File: config.mk
export PLATFORM = sky130hd
export DESIGN_NAME = ir_queue
export DESIGN_NICKNAME = d
export VERILOG_FILES = /design/src/rtl/ir_pkg.sv /design/src/rtl/ir_queue_mem.sv /design/src/rtl/ir_queue.sv
export SDC_FILE = /design/constraint.sdc
export NUM_CORES = 1
export LEC_CHECK = 0
export CAP_MARGIN = 10
export CORE_UTILIZATION = 45
export CTS_CLUSTER_DIAMETER = 100
export DETAILED_ROUTE_END_ITERATION = 16
export PLACE_DENSITY_LB_ADDON = 0.3
export SYNTH_ARGS = -nofsm -noshare
export SYNTH_HDL_FRONTEND = slang
export SYNTH_SLANG_ARGS = --single-unit
File: constraint.sdc
create_clock -name clk -period 1.8 [get_ports clk]
set_input_delay 0.36 -clock clk [delete_from_list [all_inputs] [get_ports clk]]
set_output_delay 0.36 -clock clk [all_outputs]
set_load 0.01 [all_outputs]
File: src/rtl/ir_pkg.sv
// Shared definitions for the instruction-register prefetch queue: default geometry,
// opcode encoding and field-slice helpers for the decoder.
package ir_pkg;

    localparam int DEF_WIDTH = 8;
    localparam int DEF_DEPTH = 4;
    localparam int DEF_OPC_W = 3;

    typedef enum logic [DEF_OPC_W-1:0] {
        OPC_NOP   = 3'b000,
        OPC_LOAD  = 3'b001,
        OPC_STORE = 3'b010,
        OPC_ADD   = 3'b011,
        OPC_SUB   = 3'b100,
        OPC_AND   = 3'b101,
        OPC_JMP   = 3'b110,
        OPC_BRZ   = 3'b111
    } opcode_e;

    function automatic opcode_e opcode_of(input logic [DEF_WIDTH-1:0] word);
        return opcode_e'(word[DEF_WIDTH-1 -: DEF_OPC_W]);
    endfunction

    function automatic logic [DEF_WIDTH-DEF_OPC_W-1:0] operand_of(input logic [DEF_WIDTH-1:0] word);
        return word[DEF_WIDTH-DEF_OPC_W-1:0];
    endfunction

endpackage

File: src/rtl/ir_queue_mem.sv
// DEPTH x WIDTH register array: one synchronous write port, one asynchronous read port.
module ir_queue_mem
    import ir_pkg::*;
#(
    parameter int WIDTH = DEF_WIDTH,
    parameter int DEPTH = DEF_DEPTH
) (
    input  logic                     clk,
    input  logic                     we_i,
    input  logic [$clog2(DEPTH)-1:0] waddr_i,
    input  logic [WIDTH-1:0]         wdata_i,
    input  logic [$clog2(DEPTH)-1:0] raddr_i,
    output logic [WIDTH-1:0]         rdata_o
);

    logic [WIDTH-1:0] mem_q [DEPTH];

    // NOTE: storage has no reset; occupancy is tracked outside, so stale words are never observed.
    always_ff @(posedge clk) begin
        if (we_i) begin
            mem_q[waddr_i] <= wdata_i;
        end
    end

    assign rdata_o = mem_q[raddr_i];

endmodule

File: src/rtl/ir_queue.sv
// Instruction register with a DEPTH-entry prefetch queue; presents the oldest word
// with pre-split opcode/operand fields and supports flush on branch/exception.
module ir_queue
    import ir_pkg::*;
#(
    parameter int WIDTH = DEF_WIDTH,
    parameter int DEPTH = DEF_DEPTH,
    parameter int OPC_W = DEF_OPC_W
) (
    input  logic                       clk,
    input  logic                       rst,
    input  logic [WIDTH-1:0]           data_in,
    input  logic                       load,
    input  logic                       next,
    input  logic                       flush,
    output logic [WIDTH-1:0]           data_out,
    output logic [OPC_W-1:0]           opcode,
    output logic [WIDTH-OPC_W-1:0]     operand,
    output logic                       valid,
    output logic                       full,
    output logic [$clog2(DEPTH+1)-1:0] count,
    output logic                       overflow
);

    localparam int PTR_W = $clog2(DEPTH);
    localparam int CNT_W = $clog2(DEPTH + 1);

    logic [PTR_W-1:0] wr_ptr_q, wr_ptr_d;
    logic [PTR_W-1:0] rd_ptr_q, rd_ptr_d;
    logic [CNT_W-1:0] count_q, count_d;
    logic             overflow_q, overflow_d;

    logic             valid_w, full_w;
    logic             push_ok, pop_ok, drop;
    logic [WIDTH-1:0] head_word;

    // Flags come only from registered count, never from the strobes.
    assign valid_w = (count_q != '0);
    assign full_w  = (count_q == CNT_W'(DEPTH));

    // Flush outranks load/next, so it gates every accept and drop decision.
    assign push_ok = load && (!full_w || next) && !flush;
    assign pop_ok  = next && valid_w && !flush;
    assign drop    = load && full_w && !next && !flush;

    // NOTE: every next-state signal is defaulted first so no path leaves it unassigned (no latch).
    always_comb begin
        wr_ptr_d   = wr_ptr_q;
        rd_ptr_d   = rd_ptr_q;
        count_d    = count_q;
        overflow_d = overflow_q | drop;
        if (flush) begin
            wr_ptr_d = '0;
            rd_ptr_d = '0;
            count_d  = '0;
        end else begin
            if (push_ok) wr_ptr_d = wr_ptr_q + PTR_W'(1);
            if (pop_ok)  rd_ptr_d = rd_ptr_q + PTR_W'(1);
            if (push_ok && !pop_ok) begin
                count_d = count_q + CNT_W'(1);
            end else if (pop_ok && !push_ok) begin
                count_d = count_q - CNT_W'(1);
            end
        end
    end

    // NOTE: sequential state uses non-blocking assignments so all registers update together.
    always_ff @(posedge clk) begin
        if (rst) begin
            wr_ptr_q   <= '0;
            rd_ptr_q   <= '0;
            count_q    <= '0;
            overflow_q <= 1'b0;
        end else begin
            wr_ptr_q   <= wr_ptr_d;
            rd_ptr_q   <= rd_ptr_d;
            count_q    <= count_d;
            overflow_q <= overflow_d;
        end
    end

    ir_queue_mem #(
        .WIDTH (WIDTH),
        .DEPTH (DEPTH)
    ) u_mem (
        .clk     (clk),
        .we_i    (push_ok),
        .waddr_i (wr_ptr_q),
        .wdata_i (data_in),
        .raddr_i (rd_ptr_q),
        .rdata_o (head_word)
    );

    assign data_out = valid_w ? head_word : '0;
    assign opcode   = data_out[WIDTH-1 -: OPC_W];
    assign operand  = data_out[WIDTH-OPC_W-1:0];
    assign valid    = valid_w;
    assign full     = full_w;
    assign count    = count_q;
    assign overflow = overflow_q;

endmodule

== Word-level counts from Yosys, hierarchy flattened ==
Memories as Yosys holds them, arrays and structs flattened. A register that Yosys moved wholly into a read port is not among the register bits.
Cells that the tools add are included.
W data, S select, Z words.
Word-level totals
  register bits after elaboration: 8
  bits in latches: 0
  memory bits (writable): 32
  ROM bits: 0
  input bits: 13
  output and inout port bits: 22
  logic and storage cells: 36
  memories kept: 1
Memories
  u_mem.mem_q: depth 4, bits a word 8, rd ports 1, clocked after Yosys merged registers in 1, wr ports 1, line ir_queue_mem.sv:16  | logic [WIDTH-1:0] mem_q [DEPTH];
Cells by class
  add/subtract/negate cells: 4
  $mul: 0
  div/mod/pow operators: 0
  magnitude comparators: 0
  equality and inequality tests: 1
  shift operators: 0
  mux-type cells: 7
  bitwise logic cells: 1
  reduce and logical (&&, ||, !) cells: 18
Operators by type and width (number)
  $logic_and A1 B1 Y1: 9
  $mux W8: 1
  $mux W3: 2
  $logic_not A1 Y1: 5
  $add A2 B1 Y2 const B: 2
  $mux W2: 2
  $add A3 B1 Y3 const B: 1
  $eq A3 B3 Y1 const B: 1
  $reduce_bool A3 Y1: 1
  $sub A3 B1 Y3 const B: 1
  $mux W1: 2
  $reduce_bool A2 Y1: 1
  $reduce_or A2 Y1: 1
  $logic_or A1 B1 Y1: 1
  $or A1 B1 Y1: 1

== Depth between registers and ports, before layout ==
Gate-level depths: netlist of the first run.
  depth in word-level cells: 9
  gate-level depth with buffers: 8
  depth with buffers taken out: 8

== Hierarchy ==
Synthesis of the first run repeated with hierarchy kept, for this count alone.
Unflattened totals
  cells, all modules: 108
  area total of the unflattened synthesis: 1709.1 µm²
Modules (own cells, without submodules)
  ir_queue_mem: instances 1, cells each 46, area each 1188.6 µm², sequential area each 960.9 µm²
  ir_queue: instances 1, cells each 62, area each 520.5 µm², sequential area each 160.2 µm²

== Least setup slack after synthesis of the first run ==
Ideal clock, no wire load.
  path type: reg-to-reg
  start point: register count_q[0], in the netlist count[0]
  end point: register count_q[2], in the netlist count[2]
  library setup time: 70 ps
  arrival time: 2011 ps
  required time: 1730 ps
  setup slack: -282 ps
  stages on the path, launching flop included: 9
  buffers on the path: 0
  period minus slack after synthesis: 2082 ps
  cells stage by stage: dfxtp_1 o31ai_1 or2_2 ha_1 inv_1 fa_1 xor2_1 or3_1 a21oi_1
Between the ends
  longest elaborated chain between the ends: 8
  elaborated cells on any way between the ends: 17
  classes of those cells: add/sub: 2; eq/ne: 1; mux: 2; reduce/logical: 12
RTL lines
  start, declared: line ir_queue.sv:30  | logic [CNT_W-1:0] count_q, count_d;
  start signal, assigned: line ir_queue.sv:77  | count_q <= count_d;
  $eq A3 B3 Y1: line ir_queue.sv:39  | assign full_w = (count_q == CNT_W'(DEPTH));
  $logic_not A1 Y1: line ir_queue.sv:42  | assign push_ok = load && (!full_w || next) && !flush;
  $logic_or A1 B1 Y1: line ir_queue.sv:42
  $logic_and A1 B1 Y1 (2 in series): line ir_queue.sv:42
  $logic_not A1 Y1: line ir_queue.sv:61  | end else if (pop_ok && !push_ok) begin
  $logic_and A1 B1 Y1: line ir_queue.sv:61
  $reduce_bool A2 Y1 (no source line)
Several ways; a longest one is shown, not always the timed one. The select of a mux whose other input is x is not followed.
A chain may end at the register's enable or synchronous reset.

== Final worst setup path of the first run ==
  start point: register count_q[2], in the netlist count[2]
  end point: register count_q[2], in the netlist count[2]
Same word-level chain as after synthesis.

==> impl_metrics.yaml, run 1 <==
cells_and_area:
  diodes: 0
  area_delta_synth_final_pct: 43.9
  drive_above_1_share: 0.457
  n_fill_cell: 268
  nets: 191
sta:
  slew_headroom: 0.696
  timing.fmax_mhz: 521
  min_period_ns: 1.92
  worstMarginPinSlew_ns: 0.456
  post-route-period-util: 1.07
  finalSetupTns_ns: -1.30
  hold_viol_final: 0
  slew_viol_final: 0
  holdWs_ns: 0.472
  clock-skew-final_ns: 0.00703
  setup_ws_ns: -0.119
  setup_viol: 17
  rsz0062_at_grt: "true"
die:
  die_x_um: 65.2
  dieArea_mm2: 0.00425
  core-area_mm2: 0.00374
  start_util: 0.480
  die_height_um: 65.2
  pin_count: 35
  rows: 22
synth:
  ys_seq_area_frac: 0.646
  synth_warnings: 0
  synth_seq_cells: 42
  synthFlopType: "edfxtp_1"
  synth_top_area_share: 0.535
  synth_cell_types: 27
  synth_most_common_cell: "edfxtp_1"
  yosys-top-cells-area: "edfxtp_1 (53%), dfxtp_1 (11%), mux4_2 (10%)"
  syn_area_per_cell_um2: 15.2
  synth_top_cell_by_area: "edfxtp_1"
  netlist_area_mm2: 0.00180
  synth_common_cells: "edfxtp_1 (32), dfxtp_1 (10), buf_4 (9), nor2b_1 (9), mux4_2 (8)"
  syn-num-nets: 137
  async_reset_ff_frac: 0
  synth_edf_count: 32
  synthCells: 118
clock_tree:
  cts-root-buf: "clkbuf_8"
  cts_made_buffers: 5
  clk_pin_slew_worst_paths_ns: 0.07
  htreeDepth: 2
  cts_tree: "yes"
  clock_sink_count: 42
  clock_path_buffers: 2
  clock_latency_ns: 0.28
route:
  wire_per_inst_um: 15.0
  viasPerCell: 5.04
  ant_nets: 0
  routed_wl_um: 3320
  dr.pass1.iters: 4
  via_count: 1114
  drcViolationCount: 0
  drtIter0Drc: 27
grt:
  antenna_found_initial: 0
  gr-total-overflow: 0
  grt_max_degree: 13
  grt_use_total: 0.175
  grt_first_pass_wirelength_um: 5210
  grt_pass1_vias: 1127
power_and_ir_drop:
  ir_worst_vdd_v: 0.000505
  powerDensity_mw_per_mm2: 752
  p_leak_nw: 0.973
place:
  io_buffers: 34
  gp_congestion: 0.680
  hpwlAfterDp_um: 2270
  post-place-ws_ns: -0.591
flow_run:
  drv_cap: 0
setup_path:
  crit_fanout: 4
  critPathRequiredTime_ns: 2.01
  crit_arrival_ns: 2.13
  end_kind: "flop"
  critPathLaunchType: "flop"
  crit_type: "reg -> reg"
run_status:
  outcome: "finished with violations"
  violations: "setup timing"
hold_path:
  min_path_type: "reg -> reg"
power breakdown:
group	switching [W]	total [W]	internal, W	leakage, nW
registers	0.0000125	0.00107	0.00106	0.375
clock network	0.000275	0.000550	0.000275	0.0395
logic	0.000134	0.000328	0.000194	0.559
total	0.000421	0.00195	0.00153	0.973
final timing paths:
| path | from | endpoint | slack (ns) | depth (start not counted) |
|---|---|---|---|---|
| worst min-delay path | overflow$_SDFF_PP0_ | overflow$_SDFF_PP0_ | 0.47 | 2 |
| worst max register to register | count[2]$_SDFFE_PP0P_ | count[2]$_SDFFE_PP0P_ | -0.12 | 8 |
| worst max-delay path | count[2]$_SDFFE_PP0P_ | count[2]$_SDFFE_PP0P_ | -0.12 | 8 |
| worst min register to register | overflow$_SDFF_PP0_ | overflow$_SDFF_PP0_ | 0.47 | 2 |
registers in the layout, indices dropped and copies added (netlist names), named ones only:
signal / cells
u_mem.mem_q: 32
count: 3
rd_ptr_q: 2
wr_ptr_q: 2
overflow: 1
timing repair:
item / in CTS / in global routing
setup buffers: 7 / 1
setup endpoints to repair: 52 / 19
endpoints found under the hold margin: 0 / 0
resized for setup: 102 / 14
hold buffers: 0 / 0
pin swaps: 3 / 5
cell families after synthesis:
logic type	after synthesis	share of synthesized area
XOR/XNOR	3	0.0146
adder cells (fa/ha/maj)	6	0.0460
multiplexers	9	0.106
flip-flops	42	0.646
AND/OR/NAND/NOR	31	0.102
buffers and inverters	17	0.0550
AO/OA/AOI/OAI	10	0.0299
critical path, cell delays in order, from the launching register on:
cell and delay, ns:
dfxtp_4 0.36, o31ai_4 0.25, or2_4 0.16, ha_4 0.13
inv_2 0.03, fa_2 0.32, xor2_1 0.15, or3_1 0.32
a21oi_2 0.13
through the flow:
stage / utilization / instance area [um2] / total power, W / instances
2_1_floorplan: - / 1840 / 0.00121 / 118
3_3_place_gp: 0.619 / 2320 / 0.00134 / 205
3_5_place_dp: 0.619 / 2320 / 0.00135 / 205
6_report: 0.691 / 2590 / 0.00195 / 221
4_1_cts: 0.678 / 2540 / 0.00194 / 220
5_1_grt: 0.691 / 2590 / 0.00203 / 221
metal layers:
metal / track usage / vias up / routed length [um]
li1: - / 532 / -
met1: 0.157 / 546 / 1230
met2: 0.356 / 31 / 1890
met3: 0.0521 / 5 / 144
met4: 0.0652 / 0 / 55
met5: 0 / - / 0
cells in the final DEF, fill, tap and decap left out, drive strengths merged:
cell           count
xor2               3
nor3               1
inv                5
clkbuf             8
ha                 5
nor3b              1
nand3              2
nor4b              1
nor2               6
clkdlybuf4s15      1
mux2i              1
a31oi              1
or4b               1
o21ai              4
and3               4
mux4               8
a21oi              4
dfxtp             10
fa                 1
clkdlybuf4s50     13
dlygate4sd2        4
nand2              1
edfxtp            32
o31ai              1
nor2b              9
or2                2
or3                2
nand2b             1
buf               41
final cells by class:
| cell class | instances | area (um2) | share of cell area |
|---|---|---|---|
| clock buffers | 8 | 80.1 | 0.0310 |
| inverters | 5 | 18.8 | 0.00726 |
| multi-input cells | 59 | 672 | 0.260 |
| repair buffers | 59 | 579 | 0.224 |
| well taps | 48 | 60.1 | 0.0232 |
| flip-flops and latches | 42 | 1180 | 0.455 |
No activity file was read; power rests on OpenSTA's default activity.
==> inputs of run 2 (changes only) <==
--- a/config.mk
+++ b/config.mk
@@ -6,7 +6,7 @@
 export NUM_CORES = 1
 export LEC_CHECK = 0
 export CAP_MARGIN = 10
-export CORE_UTILIZATION = 45
+export CORE_UTILIZATION = 32
 export CTS_CLUSTER_DIAMETER = 100
 export DETAILED_ROUTE_END_ITERATION = 16
 export PLACE_DENSITY_LB_ADDON = 0.3
==> constraint.sdc (replaced) <==
create_clock -name clk -period 1.8 [get_ports clk]
set_input_delay 0.36 -clock clk [delete_from_list [all_inputs] [get_ports clk]]
set_output_delay 0.36 -clock clk [all_outputs]
set_load 0.02 [all_outputs]
==> run 2 against run 1 <==
Against the previous run: the run still ends with setup timing left; total power up 1.7%; clock power up 3%; via count down 0.81%; sequential cell count unchanged; worst hold slack better by 0.020 ns; sequential share of layout area down 0.097 points; core utilization down 20 points; cell count up 9.0%; combinational power up 4%; register-to-register slack about the same; largest power group unchanged; highest routed layer unchanged.
==> impl_metrics.yaml, run 2 (same netlist as run 1, synthesis figures left out) <==
setup_path:
  critPathRequiredTime_ns: 2.02
  crit_arrival_ns: 2.15
  end_kind: "flop"
  regToRegEndpoint: "count[2]$_SDFFE_PP0P_"
  timing.reg2reg.setup_slack_ns: -0.13
  crit_fanout: 5
  critPathLaunchType: "flop"
  reg2reg_depth: 8
  crit_type: "reg -> reg"
  rr_startpoint: "count[1]$_SDFFE_PP0P_"
die:
  core-area_mm2: 0.00527
  die_x_um: 76.9
  pin_count: 35
  start_util: 0.341
  dieArea_mm2: 0.00592
  die_height_um: 76.9
  rows: 26
sta:
  timing.fmax_mhz: 517
  min_period_ns: 1.93
  hold_viol_final: 0
  setup_viol: 18
  finalSetupTns_ns: -1.50
  slew_viol_final: 0
  clock-skew-final_ns: 0.00535
  post-route-period-util: 1.07
  setup_ws_ns: -0.133
  slew_headroom: 0.694
  rsz0062_at_grt: "true"
  worstMarginPinSlew_ns: 0.460
cells_and_area:
  area_delta_synth_final_pct: 43.9
  drive_above_1_share: 0.474
  layout_commonest_cell: "edfxtp_1"
  nets: 189
  final_cell_mix: "edfxtp_1 (32), buf_4 (20), buf_6 (17)"
  final_area_mm2: 0.00259
  n_fill_cell: 475
  largest_register_ffs: 32
  regMostFlops: "u_mem.mem_q"
  diodes: 0
route:
  drtIter0Drc: 44
  wl_met3_um: 152
  ant_nets: 0
  drcViolationCount: 0
  top_layer_used: "met4"
  dr.pass1.iters: 4
  wl_met1_um: 1500
  wire_per_inst_um: 14.1
  via_count: 1105
  viasPerCell: 4.59
  routed_wl_um: 3400
  dr_wl_met2_um: 1730
clock_tree:
  clock_path_buffers: 2
  clock_sink_count: 42
  cts_tree: "yes"
  clock_latency_ns: 0.28
  htreeDepth: 2
  cts-root-buf: "clkbuf_8"
  cts_hold_buf: 0
  cts_made_buffers: 5
  clk_pin_slew_worst_paths_ns: 0.07
power_and_ir_drop:
  p_leak_nw: 0.976
  total_power_w: 0.00198
  ir_worst_vdd_v: 0.000343
  powerDensity_mw_per_mm2: 765
grt:
  grt_first_pass_wirelength_um: 5350
  antenna_found_initial: 0
  grt_pass1_vias: 1119
  gr-total-overflow: 0
  grt_use_total: 0.120
  grt_max_degree: 14
hold_path:
  hp-start: "overflow$_SDFF_PP0_"
  min_delay_worst_endpoint: "overflow$_SDFF_PP0_"
  min_path_type: "reg -> reg"
  hold_path_depth: 2
run_status:
  outcome: "finished with violations"
  violations: "setup timing"
place:
  io_buffers: 34
  gp_congestion: 0.752
  hpwlAfterDp_um: 2350
  dpl-instance-area_mm2: 0.00234
flow_run:
  drv_cap: 0
==> run 2: changes by cell type in the layout (fill, tap and decap cells not counted) <==
cell / change
buf_6: -2
clkbuf_1: -2
clkdlybuf4s50_1: -2
clkinv_2: +2
clkbuf_2: +1
clkdlybuf4s15_1: -1
clkdlybuf4s15_2: +1
dfxtp_2: +1
dfxtp_4: -1
dlygate4sd2_1: +1
==> run 2: area by class of cell <==
cell class                      instances  area [um2]  area share
Multi-Input combinational cell         59         672       0.260
Inverter                                5        18.8     0.00726
Sequential cell                        42        1170       0.454
Clock buffer                            6        72.6      0.0281
Timing Repair Buffer                   57         552       0.213
Clock inverter                          2        10.0     0.00387
Tap cell                               70        87.6      0.0339
==> run 2: power breakdown <==
part	total [W]	internal (W)	switching (W)
Combinational	0.000342	0.000185	0.000157
Sequential	0.00107	0.00106	0.0000118
Clock	0.000569	0.000269	0.000300
Total	0.00198	0.00151	0.000469
==> run 2: timing repair <==
item | CTS | global route
cloned | 0 | 0
resized for setup | 114 | 20
setup endpoints to repair | 52 | 20
setup buffers | 4 | 3
pin swaps | 2 | 4
==> run 2: worst max-delay path by stage <==
stage / from / end / slack, ns / cells past startpoint
global route: count[1]$_SDFFE_PP0P_ / count[2]$_SDFFE_PP0P_ / -0.21 / 8
CTS: flop / data_out[1] / -0.13 / 4
finish: count[1]$_SDFFE_PP0P_ / count[2]$_SDFFE_PP0P_ / -0.13 / 8
global placement: next / count[2]$_SDFFE_PP0P_ / -0.49 / 10
floorplan: count[2]$_SDFFE_PP0P_ / count[2]$_SDFFE_PP0P_ / -0.08 / 8
detailed placement: next / count[2]$_SDFFE_PP0P_ / -0.57 / 10
==> run 2: layer usage <==
metal / GRT usage / vias to the layer above
met5: 0 / -
met2: 0.203 / 33
met4: 0.0404 / 0
met3: 0.0381 / 2
met1: 0.144 / 542
li1: - / 528
==> run 2: stage by stage <==
| step | util | setup WS, ns | cells | hold slack (ns) |
|---|---|---|---|---|
| final | 0.491 | -0.133 | 241 | 0.492 |
| after global routing | 0.491 | -0.206 | 241 | 0.514 |
| after CTS | 0.475 | -0.133 | 238 | 0.499 |
| after detailed placement | 0.444 | -0.571 | 226 | 0.474 |
| after global placement | 0.444 | -0.487 | 226 | 0.460 |
| after floorplan | - | -0.0849 | 118 | 0.432 |
==> run 2: critical path: stages, from the launching register on <==
cell     delay, ns
dfxtp_4       0.37
o31ai_4       0.26
or2_4         0.17
ha_4          0.13
inv_2         0.04
fa_2          0.32
xor2_1        0.15
or3_1         0.32
a21oi_2       0.11
